[config.mk]
export PLATFORM = sky130hd
export DESIGN_NAME = pwm_generator
export DESIGN_NICKNAME = d
export VERILOG_FILES = /design/src/rtl/pwm_generator.sv
export SDC_FILE = /design/constraint.sdc
export NUM_CORES = 1
export LEC_CHECK = 0
export ABC_CLOCK_PERIOD_IN_PS = 2500
export BUFFER_PORTS_ARGS = -buffer_cell sky130_fd_sc_hd__buf_2
export CORE_AREA = 5 5 60 62
export DETAILED_ROUTE_END_ITERATION = 7
export DIE_AREA = 0 0 65 67
export PLACE_DENSITY = 0.75
export SYNTH_ARGS = -nofsm -noshare
export SYNTH_HDL_FRONTEND = slang
export SYNTH_SLANG_ARGS = --single-unit
[constraint.sdc]
create_clock -name clk -period 2.5 [get_ports clk]
set_clock_uncertainty 0.15 [all_clocks]
set_input_delay 0.625 -clock clk [delete_from_list [all_inputs] [get_ports clk]]
set_output_delay 0.625 -clock clk [all_outputs]
set_load 0.01 [all_outputs]
[src/rtl/pwm_generator.sv]
// rtl/pwm_generator.sv - 16-pin PWM output stage with shared 8-bit counter and prescaler
// Optional macro PWM_SYNC_UPDATE_EN: shadow the duty value so writes take effect at period boundaries.
module pwm_generator #(
  parameter int PRESCALE = 12
) (
  input  logic        clk,
  input  logic        rst_n,
  input  logic [7:0]  en_reg_out_7_0,
  input  logic [7:0]  en_reg_out_15_8,
  input  logic [7:0]  en_reg_pwm_7_0,
  input  logic [7:0]  en_reg_pwm_15_8,
  input  logic [7:0]  pwm_duty_cycle,
  output logic [15:0] pwm_out,
  output logic        period_start
);

  localparam int PW = (PRESCALE > 1) ? $clog2(PRESCALE) : 1;
  localparam logic [PW-1:0] PRE_MAX = PW'(PRESCALE - 1);

  logic [PW-1:0] pre_cnt;
  logic [7:0]    pwm_cnt;
  logic          tick;
  logic [7:0]    duty_eff;
  logic          pwm_sig;
  logic [15:0]   en_out;
  logic [15:0]   en_pwm;
  logic [15:0]   pin_nxt;

  // With PRESCALE = 1 pre_cnt never leaves 0, so tick is permanently high.
  assign tick = (pre_cnt == PRE_MAX);

  always_ff @(posedge clk or negedge rst_n) begin
    if (!rst_n) begin
      pre_cnt <= '0;
      pwm_cnt <= '0;
    end else begin
      pre_cnt <= tick ? '0 : pre_cnt + PW'(1);
      if (tick) pwm_cnt <= pwm_cnt + 8'd1;
    end
  end

  assign period_start = (pwm_cnt == 8'd0) && (pre_cnt == '0);

`ifdef PWM_SYNC_UPDATE_EN
  logic [7:0] duty_shadow;

  always_ff @(posedge clk or negedge rst_n) begin
    if (!rst_n)            duty_shadow <= 8'd0;
    else if (period_start) duty_shadow <= pwm_duty_cycle;
  end

  // Bypass lets the first clk of a period already use the freshly sampled duty.
  assign duty_eff = period_start ? pwm_duty_cycle : duty_shadow;
`else
  assign duty_eff = pwm_duty_cycle;
`endif

  assign pwm_sig = (duty_eff == 8'hFF) ? 1'b1 : (pwm_cnt < duty_eff);

  assign en_out  = {en_reg_out_15_8, en_reg_out_7_0};
  assign en_pwm  = {en_reg_pwm_15_8, en_reg_pwm_7_0};
  assign pin_nxt = en_out & (~en_pwm | {16{pwm_sig}});

  always_ff @(posedge clk or negedge rst_n) begin
    if (!rst_n) pwm_out <= 16'h0000;
    else        pwm_out <= pin_nxt;
  end

endmodule

==> flow_summary.toml <==
[floorplan]
pin_count = 59
die_h_um = 67
dieArea_um2 = 4360
initial_utilization_pct = 46.0
fp-row-count = 20
core_area_um2 = 2980
dieWidth_um = 65

[pwr]
leakagePower_uw = 0.000904
swShare_pct = 23.2
comb_power_share_pct = 12.9
clkPwrFrac_pct = 24.2
peakVddDrop_mv = 0.308
p_int_uw = 573
power.switching_uw = 173
power_density_nw_per_um2 = 422
seq_power_share_pct = 62.9

[synth]
yosys.area.top_type = "dfrtp_1"
synth_top_area_share_pct = 51.1
avgSynthCellArea_um2 = 12.7
synth_area_leaders = "dfrtp_1, ha_1, a21boi_2, xnor2_1, a21boi_0"
syn_area_um2 = 1370
synth_nets = 161
ys_warn_count = 0
syn_inst = 108
ys_seq_area_share_pct = 51.1
ys_ff_latch = 28
yosysUniqueCellTypes = 29

[timing]
slew_violations = 0
setup_viol = 0
fin_crit_sh_pct = 96.2
rsz0062_at_grt = "true"
slew_headroom_pct = 59.4
worst_slack_ns = 0.0962
final_hold_viol_count = 0
fin_hold_ws_ns = 0.142
tightest_slew_ns = 0.609
fmax_mhz = 416
setup-tns-final_ns = 0
period_minus_slack_ns = 2.40

[run]
max_cap_violations = 0

[global_route]
antenna_found_initial = 0
groute.usage.overall_pct = 14.2
grt_first_pass_wirelength_mm = 4.75
grt_overflow = 0
grt_pass1_vias = 1101
grt_start_max_net_pins = 29

[setup_path]
crit_family = "simple AND/OR/NAND/NOR gates"
cp_num_buf_inv = 1
cp-start-kind = "flop"
crit_cells = 3
reg2regPathDepth = 7
worstPathCellList = "or4_1 > nor4_2 > buf_2"
critical_path_class = "reg -> out"
critPathCaptureType = "output port"
critPathRequiredTime_ns = 1.73
slowest_stage = "or4_1"
worstPathMaxFanout = 6
max_stage_delay_ns = 0.53
crit_arrival_ns = 1.63

[finish]
n_antenna_cell = 0
layout-drive-gt1-share_pct = 49.7
ff_latch_area_um2 = 702
areaGrowthSynthToFinish_pct = 29.2
finalInstanceArea_um2 = 1770
nNetsFinal = 226
nFillCells = 270
multiInputGateArea_um2 = 618

[detailed_routing]
drc_errors = 0
wirelength_mm = 2.79
routed_via_density = 5.11
antenna_left = 0
wire_per_inst_um = 13.7
dr_total_vias = 1042
initialDrtViolationCount = 14
firstDrtPassIters = 3

[placement]
detailedPlace.worstSlack_ns = -0.210
dp_hpwl_mm = 2.28
post_dp_cell_area_um2 = 1690
place_congestion = 0.739
io_buffers = 58

[clock_tree]
clock_tree.root_cell = "clkbuf_4"
cts_hold_buf = 0
cts.clk_slew.worst_paths_ns = 0.14
cts_tree = "yes"
cts_buffers = 3
cts.path.max_buffers = 2
htreeDepth = 1
insertion_delay_ns = 0.32
clock-sinks = 28

[min_path]
min_path_type = "in -> async"

[status]
status = "complete, no violations"
power groups by stage:
stage / clock network (µW) / logic [µW] / registers [µW]
6_report: 181 / 96.2 / 469
5_1_grt: 209 / 109 / 471
4_1_cts: 185 / 96.7 / 470
3_5_place_dp: 0 / 96.6 / 478
3_3_place_gp: 0 / 92.4 / 478
2_1_floorplan: 0 / 28.2 / 486
cells in the mapped netlist:
master	number
dfrtp_1	28
buf_2	1
nand2b_4	1
o21a_1	1
and3b_1	1
inv_1	11
a21boi_2	10
and3_1	1
o21ai_0	2
nand3_1	5
a41o_2	1
a21oi_1	1
nand4_1	4
a2111oi_4	1
buf_6	1
o32ai_4	1
a21boi_0	6
xnor2_1	6
mux2_2	1
nor2_1	4
nand2b_1	1
nor4_1	1
and4_2	2
xor2_1	1
a21o_2	1
ha_1	11
or4_1	1
nand2_1	2
o21ai_1	1
final cells by class:
class	instances	share of cell area, %
sequential	28	39.6
clock buffer	3	1.27
inverter	11	2.33
timing repair buffer	62	19.5
tap	33	2.33
multi-input combinational	67	34.9
flip-flops by register name, summed over array words and instances (netlist names):
register  cells
pwm_cnt       8
pre_cnt       4
pwm_out      16
stage by stage:
| stage | util, % | std cells | total power (µW) |
|---|---|---|---|
| 3_3_place_gp | 56.6 | 197 | 570 |
| 6_report | 59.5 | 204 | 747 |
| 2_1_floorplan | - | 108 | 514 |
| 3_5_place_dp | 56.6 | 197 | 575 |
| 5_1_grt | 59.5 | 204 | 789 |
| 4_1_cts | 57.4 | 200 | 751 |
cell usage in the layout (no fill, tap or decap), types with 4 or more instances in the layout:
cell type | synthesis | routed
a21boi_0 | 6 | 6
a21boi_2 | 10 | 10
xnor2_1 | 6 | 6
nand4_1 | 4 | 4
inv_1 | 11 | 11
ha_1 | 11 | 11
nor2_1 | 4 | 4
nand3_1 | 5 | 5
dfrtp_1 | 28 | 27
buf_2 | 1 | 58
cell families after synthesis:
| family | Yosys count | synth area share [%] |
|---|---|---|
| AOI/OAI and AO/OA | 25 | 19.0 |
| xor gates and xnor gates | 7 | 4.47 |
| adders and majority gates | 11 | 10.0 |
| buffers and inverters | 13 | 4.20 |
| DFF | 28 | 51.1 |
| muxes | 1 | 0.822 |
| and+or+nand+nor | 23 | 10.3 |
repair_timing:
item	in CTS	in global routing
endpoints found under the hold margin	0	0
buffers inserted	0	4
gates resized for setup	0	2
endpoints found under the setup margin	0	7
metal layers:
layer  track usage [%]  part of all wire (%)  vias to the layer above
met4              3.96                  0.93                        0
met5                 0                     0                        -
met2              28.0                    57                       31
met1              14.7                    36                      500
li1                  -                     -                      507
met3              3.37                   6.4                        4
path summary, 6_finish.rpt:
check / slack, ns / endpoint / start
setup / recovery: 0.1 / period_start / pwm_cnt[2]$_DFFE_PN0N_
hold / removal: 0.14 / pwm_out[12]$_DFF_PN0_ / rst_n
setup reg to reg: 0.49 / pwm_out[5]$_DFF_PN0_ / pwm_cnt[5]$_DFFE_PN0N_
hold reg to reg: 0.38 / pwm_cnt[7]$_DFFE_PN0N_ / pwm_cnt[7]$_DFFE_PN0N_
max in group asynchronous: 1.63 / pwm_cnt[2]$_DFFE_PN0N_ / rst_n
min in group clk: 0.30 / pwm_out[12]$_DFF_PN0_ / en_reg_pwm_15_8[4]
(Power assumes the default switching activity.)
